$ cat src/rtl/riscv_trace_buffer.sv
// Timestamped trace capture of riscv register-file and data-memory activity,
// buffered in a first-word-fall-through FIFO with a valid/ready drain port.
module riscv_trace_buffer #(
    parameter int DATA_W  = 32,
    parameter int DEPTH   = 16,
    parameter int STAMP_W = 16,
    localparam int REC_W  = STAMP_W + 3 + 5 + 9 + 2 * DATA_W,
    localparam int CW     = $clog2(DEPTH) + 1
) (
    input  logic              clk,
    input  logic              reset,
    input  logic              enable,
    input  logic              clr_stats,
    input  logic              reg_write_sig,
    input  logic [4:0]        reg_num,
    input  logic [DATA_W-1:0] reg_data,
    input  logic              wr,
    input  logic              rd,
    input  logic [8:0]        addr,
    input  logic [DATA_W-1:0] wr_data,
    input  logic [DATA_W-1:0] rd_data,
    output logic              trace_valid,
    input  logic              trace_ready,
    output logic [REC_W-1:0]  trace_data,
    output logic [CW-1:0]     count,
    output logic [15:0]       drop_count,
    output logic              overflow
);

    localparam int AW = $clog2(DEPTH);

    logic [STAMP_W-1:0] stamp;
    logic [AW-1:0]      wr_ptr;
    logic [AW-1:0]      rd_ptr;
    logic [REC_W-1:0]   mem [DEPTH];

    logic              rw;
    logic              mw;
    logic              mr;
    logic              gen;
    logic              full;
    logic              pop;
    logic              push;
    logic              drop;
    logic [4:0]        rec_rnum;
    logic [8:0]        rec_addr;
    logic [DATA_W-1:0] rec_rdata;
    logic [DATA_W-1:0] rec_mdata;
    logic [REC_W-1:0]  rec;

    always_comb begin
        rw   = reg_write_sig && (reg_num != 5'd0);
        mw   = wr;
        mr   = rd;
        gen  = enable && (rw || mw || mr);
        full = (count == CW'(DEPTH));
        pop  = trace_valid && trace_ready;
        push = gen && (!full || pop);
        drop = gen && full && !pop;

        rec_rnum  = '0;
        rec_rdata = '0;
        rec_addr  = '0;
        rec_mdata = '0;
        if (rw) begin
            rec_rnum  = reg_num;
            rec_rdata = reg_data;
        end
        if (mw || mr) begin
            rec_addr  = addr;
            rec_mdata = mw ? wr_data : rd_data;
        end
        rec = {stamp, rw, mw, mr, rec_rnum, rec_addr, rec_rdata, rec_mdata};
    end

    // Head is gated by valid so the output reads 0 whenever the buffer is empty,
    // including straight out of reset; trace_ready never reaches this path.
    assign trace_valid = (count != '0);
    assign trace_data  = trace_valid ? mem[rd_ptr] : '0;

    always_ff @(posedge clk) begin
        if (push) begin
            mem[wr_ptr] <= rec;
        end
    end

    always_ff @(posedge clk) begin
        if (reset) begin
            stamp  <= '0;
            wr_ptr <= '0;
            rd_ptr <= '0;
            count  <= '0;
        end else begin
            stamp <= stamp + STAMP_W'(1);
            if (push) begin
                wr_ptr <= wr_ptr + AW'(1);
            end
            if (pop) begin
                rd_ptr <= rd_ptr + AW'(1);
            end
            if (push && !pop) begin
                count <= count + CW'(1);
            end else if (pop && !push) begin
                count <= count - CW'(1);
            end
        end
    end

    always_ff @(posedge clk) begin
        if (reset || clr_stats) begin
            drop_count <= '0;
            overflow   <= 1'b0;
        end else if (drop) begin
            overflow <= 1'b1;
            if (drop_count != '1) begin
                drop_count <= drop_count + 16'd1;
            end
        end
    end

endmodule

$ cat config.mk
export PLATFORM = sky130hd
export DESIGN_NAME = riscv_trace_buffer
export DESIGN_NICKNAME = d
export VERILOG_FILES = /design/src/rtl/riscv_trace_buffer.sv
export SDC_FILE = /design/constraint.sdc
export NUM_CORES = 1
export LEC_CHECK = 0
export ABC_CLOCK_PERIOD_IN_PS = 18850
export CORE_ASPECT_RATIO = 1.1
export CORE_MARGIN = 3
export CORE_UTILIZATION = 40
export CTS_CLUSTER_SIZE = 30
export DETAILED_ROUTE_END_ITERATION = 6
export GPL_TIMING_DRIVEN = 0
export PLACE_DENSITY = 0.52
export SYNTH_ARGS = -nofsm -noshare
export SYNTH_HDL_FRONTEND = slang
export SYNTH_SLANG_ARGS = --single-unit
$ cat constraint.sdc
create_clock -name clk -period 18.85 [get_ports clk]
set_clock_uncertainty 0.2 [all_clocks]
set_input_delay 5.655 -clock clk [delete_from_list [all_inputs] [get_ports clk]]
set_output_delay 5.655 -clock clk [all_outputs]
set_load 0.03 [all_outputs]
==> results of run 1 <==
==> through the flow <==
step	worst slack, ns	hold slack (ns)	instance area [sq um]
after floorplan	4.850	0.2591	61470
after global placement	-6.900	0.2596	66410
after detailed placement	8.074	0.2713	68440
after CTS	7.317	0.2919	73480
after global routing	7.275	0.3152	73480
final	7.440	0.2823	73490
==> flip-flops by register name, indices dropped and copies added (netlist names), named ones only <==
register,flops
rd_ptr,4
drop_count,16
mem,1552
stamp,16
overflow,1
wr_ptr,4
count,5
==> metal layers <==
metal  global-route usage [%]  up-vias
met4                    5.791        0
met2                    34.01      960
li1                         -    12650
met3                    2.978      232
met5                        0        -
met1                    27.44    16350
==> worst paths after layout <==
kind | start | to | slack [ns]
setup reg to reg | count[1] | mem[0][45] | 15.20
hold reg to reg | overflow | overflow | 0.28
setup / recovery | register | trace_data[4] | 7.44
hold / removal | overflow | overflow | 0.28
==> cells in the final DEF, fill, tap and decap left out, types with 5 or more instances in the layout <==
cell type        instances
a22o_1                  32
buf_2                   39
clkbuf_1               115
clkinv_1                29
clkinv_4                 5
mux4_2                 388
o21ai_0                 14
xor2_1                  11
nor2_4                  12
dfxtp_1                 50
buf_6                   58
buf_1                   29
nand2_1                 17
nor2b_1                 11
bufinv_16               12
nor2_1                  31
clkinv_2                27
xnor2_1                 11
buf_16                   5
a21oi_1                 21
clkinvlp_4               6
nand4_1                  5
and2_1                  38
o22ai_1                 97
or3_1                   15
ha_1                    11
nand3_1                 18
clkdlybuf4s50_1        237
mux2i_1                197
inv_1                    5
buf_4                    5
buf_12                  55
clkbuf_16              166
edfxtp_1              1552
==> report_power, final <==
part / internal (mW) / total (mW) / switching, mW / leakage, nW
Sequential: 3.98 / 4.01 / 0.0255 / 14.6
Combinational: 1.07 / 2.46 / 1.39 / 5.31
Clock: 1.78 / 3.09 / 1.31 / 2.46
==> critical path, delay by kind of cell (launching register included) <==
kind / cells / cell delay (ns)
AOI/OAI and AO/OA: 1 / 0.58
buffers and inverters: 4 / 3.40
DFF: 1 / 0.33
muxes: 2 / 0.45
==> area by class of cell <==
type | instances | area share, %
diodes | 2 | 0.006810
well taps | 2052 | 3.494
plain buffers | 153 | 0.8581
flip-flops and latches | 1602 | 64.78
clock inverters | 84 | 1.013
multi-input cells | 976 | 18.14
inverters | 5 | 0.02554
clock buffers | 199 | 5.848
repair buffers | 359 | 5.838
==> cell families after synthesis <==
group                      after synthesis  synth area share (%)
AOI/OAI and AO/OA                      178                 1.909
xor gates and xnor gates                22                0.3134
adders and majority gates               12                0.2565
buffers and inverters                  158                 1.056
DFF                                   1602                 77.44
muxes                                  585                 17.42
and+or+nand+nor                        179                 1.600
==> flow_metrics.tcl, run 1 <==
set metrics [dict create \
    outcome "completed" \
    row_count 150 \
    dieArea_sq_um 158400 \
    routabilityCongestion 0.7286 \
    vias 30190 \
    regArea_sq_um 47610 \
    worstPathMaxFanout 10 \
    area_growth_pct 19.55 \
    grt_usage_pct 20.17 \
    worst_slew_pin_slew_ns 1.461 \
    root_buffer "clkbuf_16" \
    path_class "reg2out" \
    vias_per_cell 5.557 \
    cpMostUsedCell "clkbuf_1" \
    multiInputGateArea_sq_um 13330 \
    ys_types 48 \
    cts_setup_buffers 0 \
    max_slew_margin_pct 2.612 \
    remaining_drc_errors 0 \
    fin_util_pct 48.22 \
    dp_cells 5147 \
    cts_tree "yes" \
    io_buffer_count 237 \
    ctsHoldBuffers 0 \
    synth_top_area_share_pct 75.81 \
    cp-end-kind "primary output" \
    clk_latency_ns 0.76 \
    report.final.slew_viol_count 0 \
    drt_pass1_iterations 7 \
    peakVddDrop_v 0.00009840 \
    top_layer_used "met4" \
    holdPathStages 1 \
    die_h_um 417.2 \
    crit_path_max_incr_delay_ns 0.94 \
    grt_max_degree 26 \
    hold_path.class "reg2reg" \
    ys_ff_latch 1602 \
    fillCellCount 12510 \
    ys.warnings.count 0 \
    crit_chain "clkbuf_1 -> clkbuf_1 -> buf_1 -> mux4_2 -> mux2i_1 -> o22ai_1 -> clkdlybuf4s50_1" \
    synth_largest_area_cell "edfxtp_1" \
    fin_cells 5432 \
    r2r_cells 10 \
    wl_met3_um 8174 \
    grt_overflow 0 \
    pwr_density_cell_nw_per_um2 130.1 \
    synth_seq_area_share_pct 77.44 \
    total_power_mw 9.559 \
    fin_crit_sh_pct 60.53 \
    wl_met1_um 67370 \
    grt_pass1_wl_um 228900 \
    synthArstFlopShare_pct 0 \
    min_period_ns 11.41 \
    p_leak_nw 22.41 \
    cts_inserted_buffers 162 \
    antenna_left 0 \
    syn-num-nets 2866 \
    synth_edf_count 1552 \
    path_clk_slew_ns 0.06 \
    synthCells 2736 \
    yosys-top-cells-area "edfxtp_1, mux4_2, mux2i_1" \
    dp_hpwl_um 104200 \
    syn_avg_cell_area_sq_um 22.47 \
    core_area_sq_um 152400 \
    wirelength_um 159700 \
    cts.sinks 1602 \
    cp_data_required_time_ns 12.99 \
    initial_utilization_pct 40.34 \
    clock_path_buffers 3 \
    die_width_um 379.8 \
    drive_gt1_share_pct 23.56 \
    grt_pass1_vias 32180 \
    setup_viol 0 \
    synth_area_sq_um 61470 \
    antenna_found_initial 2 \
    post_cts_resized 0 \
    yosysMostFrequentCell "edfxtp_1" \
    slowest_stage "clkbuf_1" \
    final.setup.tns_ns 0 \
    max_freq_mhz 87.64 \
    synth_common_cells "edfxtp_1, mux4_2, mux2i_1" \
    synth_flop_cell "edfxtp_1" \
    nets 3389 \
    wire_per_inst_um 29.41 \
    hold_viol 0 \
    start_kind "register" \
    cts_max_level 4 \
    rsz0062_at_grt "no" \
    dr_wl_met2_um 80210 \
    drt_iter0_drc 2619 \
    ios 238 \
    drv_cap 0 \
    worstPathArrival_ns 5.56 \
]
Power figures use the tool's default switching activity.
==> run 2, diff against run 1 <==
ABC_CLOCK_PERIOD_IN_PS = 9300   (was 18850)
PLACE_DENSITY = 0.54   (was 0.52)
clock period = 9.3 ns   (was 18.85 ns; I/O delays follow)
==> flow_metrics.tcl, run 2 (synthesis gave the netlist of run 1 again) <==
set metrics [dict create \
    outcome "completed" \
    path_clk_slew_ns 0.06 \
    cts_inserted_buffers 161 \
    grt_overflow 0 \
    vias 30010 \
    nets 3358 \
    core_area_sq_um 152400 \
    cpMostUsedCell "clkbuf_1" \
    final.setup.tns_ns 0 \
    drt_pass1_iterations 6 \
    rsz0062_at_grt "no" \
    initial_utilization_pct 40.34 \
    max_freq_mhz 114.6 \
    post_cts_resized 0 \
    hold_path.class "reg2reg" \
    crit_chain "clkbuf_1 -> clkbuf_1 -> clkbuf_1 -> mux4_2 -> mux2i_1 -> o22ai_1 -> clkdlybuf4s50_1" \
    top_usage_layer "met2" \
    drv_cap 0 \
    grt_pass1_vias 32260 \
    hold_start "overflow" \
    cts_max_level 4 \
    worstPathArrival_ns 5.73 \
    die_width_um 379.8 \
    dp_cells 5117 \
    fin_cells 5401 \
    grt_pass1_wl_um 229600 \
    grt_usage_pct 20.15 \
    worstPathMaxFanout 10 \
    routabilityCongestion 0.7255 \
    root_buffer "clkbuf_16" \
    drive_gt1_share_pct 22.61 \
    cts_setup_buffers 0 \
    use_met1_pct 27.30 \
    cp_data_required_time_ns 6.31 \
    final_common_cell "edfxtp_1" \
    regToRegSetupSlack_ns 5.78 \
    min_period_ns 8.723 \
    remaining_drc_errors 0 \
    met3_usage_pct 3.556 \
    grt_util_met2_pct 33.96 \
    io_buffer_count 237 \
    antenna_left 0 \
    row_count 150 \
    area_growth_pct 19.88 \
    wire_per_inst_um 29.45 \
    slowest_stage "clkbuf_1" \
    die_h_um 417.2 \
    crit_path_max_incr_delay_ns 1.03 \
    cts.sinks 1602 \
    vias_per_cell 5.557 \
    worst_slew_pin_slew_ns 1.409 \
    wirelength_um 159100 \
    r2r-start "count[0]" \
    grt_max_degree 26 \
    reg_top3 "mem (1552), drop_count (16), stamp (16)" \
    cp-end-kind "primary output" \
    path_class "reg2out" \
    hold_viol 0 \
    start_kind "register" \
    ctsHoldBuffers 0 \
    drt_iter0_drc 2818 \
    dp_hpwl_um 103100 \
    antenna_found_initial 4 \
    whs_ns 0.2688 \
    fin_crit_sh_pct 93.79 \
    total_power_mw 19.47 \
    most-common-layout-cells "edfxtp_1, mux4_2, clkdlybuf4s50_1" \
    ios 238 \
    peakVddDrop_v 0.0001943 \
    clock_path_buffers 3 \
    clk_latency_ns 0.78 \
    top_register "mem" \
    p_leak_nw 22.37 \
    pwr_density_cell_nw_per_um2 264.2 \
    max_slew_margin_pct 6.040 \
    setup_viol 0 \
    dieArea_sq_um 158400 \
    report.final.slew_viol_count 0 \
    largest_reg_flops 1552 \
    cts_tree "yes" \
]
[run 2: cell types whose count changed in the layout (fill, tap and decap cells not counted), sizes merged]
cell	previous run	this run
clkbuf	283	289
clkinv	62	51
buf	191	161
clkinvlp	6	4
bufinv	12	17
inv	9	11
diode	2	1
[run 2: per-stage QoR]
stage	setup WS, ns	area, sq um	utilization (%)
after global routing	0.4240	73690	48.35
final	0.5774	73690	48.36
after CTS	0.4565	73690	48.35
after floorplan	0.7674	61490	-
after global placement	-6.808	66430	43.59
after detailed placement	1.375	68610	45.02
[run 2: final cells by class]
cell class	count	area [sq um]
fillers	12420	78700
diodes	1	2.502
plain buffers	153	630.6
repair buffers	329	4439
clock inverters	78	828.3
inverters	5	18.77
flip-flops and latches	1602	47610
multi-input cells	976	13350
clock buffers	205	4247
well taps	2052	2567
[run 2: worst paths after layout]
| path | end | cells after the start |
|---|---|---|
| max | trace_data[31] | 7 |
| min | overflow | 1 |
| max reg2reg | mem[1][68] | 9 |
| min reg2reg | overflow | 1 |
[run 2: critical path, delay by kind of cell, from the launching register on]
family	cells	cell delay [ns]
compound gates	1	0.58
buf+inv	4	3.55
flops	1	0.31
mux	2	0.50
[run 2: metal layers]
| layer | part of all wire, % | up-vias | wire, um |
|---|---|---|---|
| met5 | 0 | - | 0 |
| met3 | 5.7 | 203 | 9123 |
| met2 | 50 | 972 | 79830 |
| met4 | 2.1 | 0 | 3389 |
| li1 | - | 12620 | - |
| met1 | 42 | 16220 | 66730 |
[run 2: report_power, final]
part,internal [mW],switching [mW]
clock network,3.69,2.64
logic,2.19,2.82
registers,8.08,0.0518
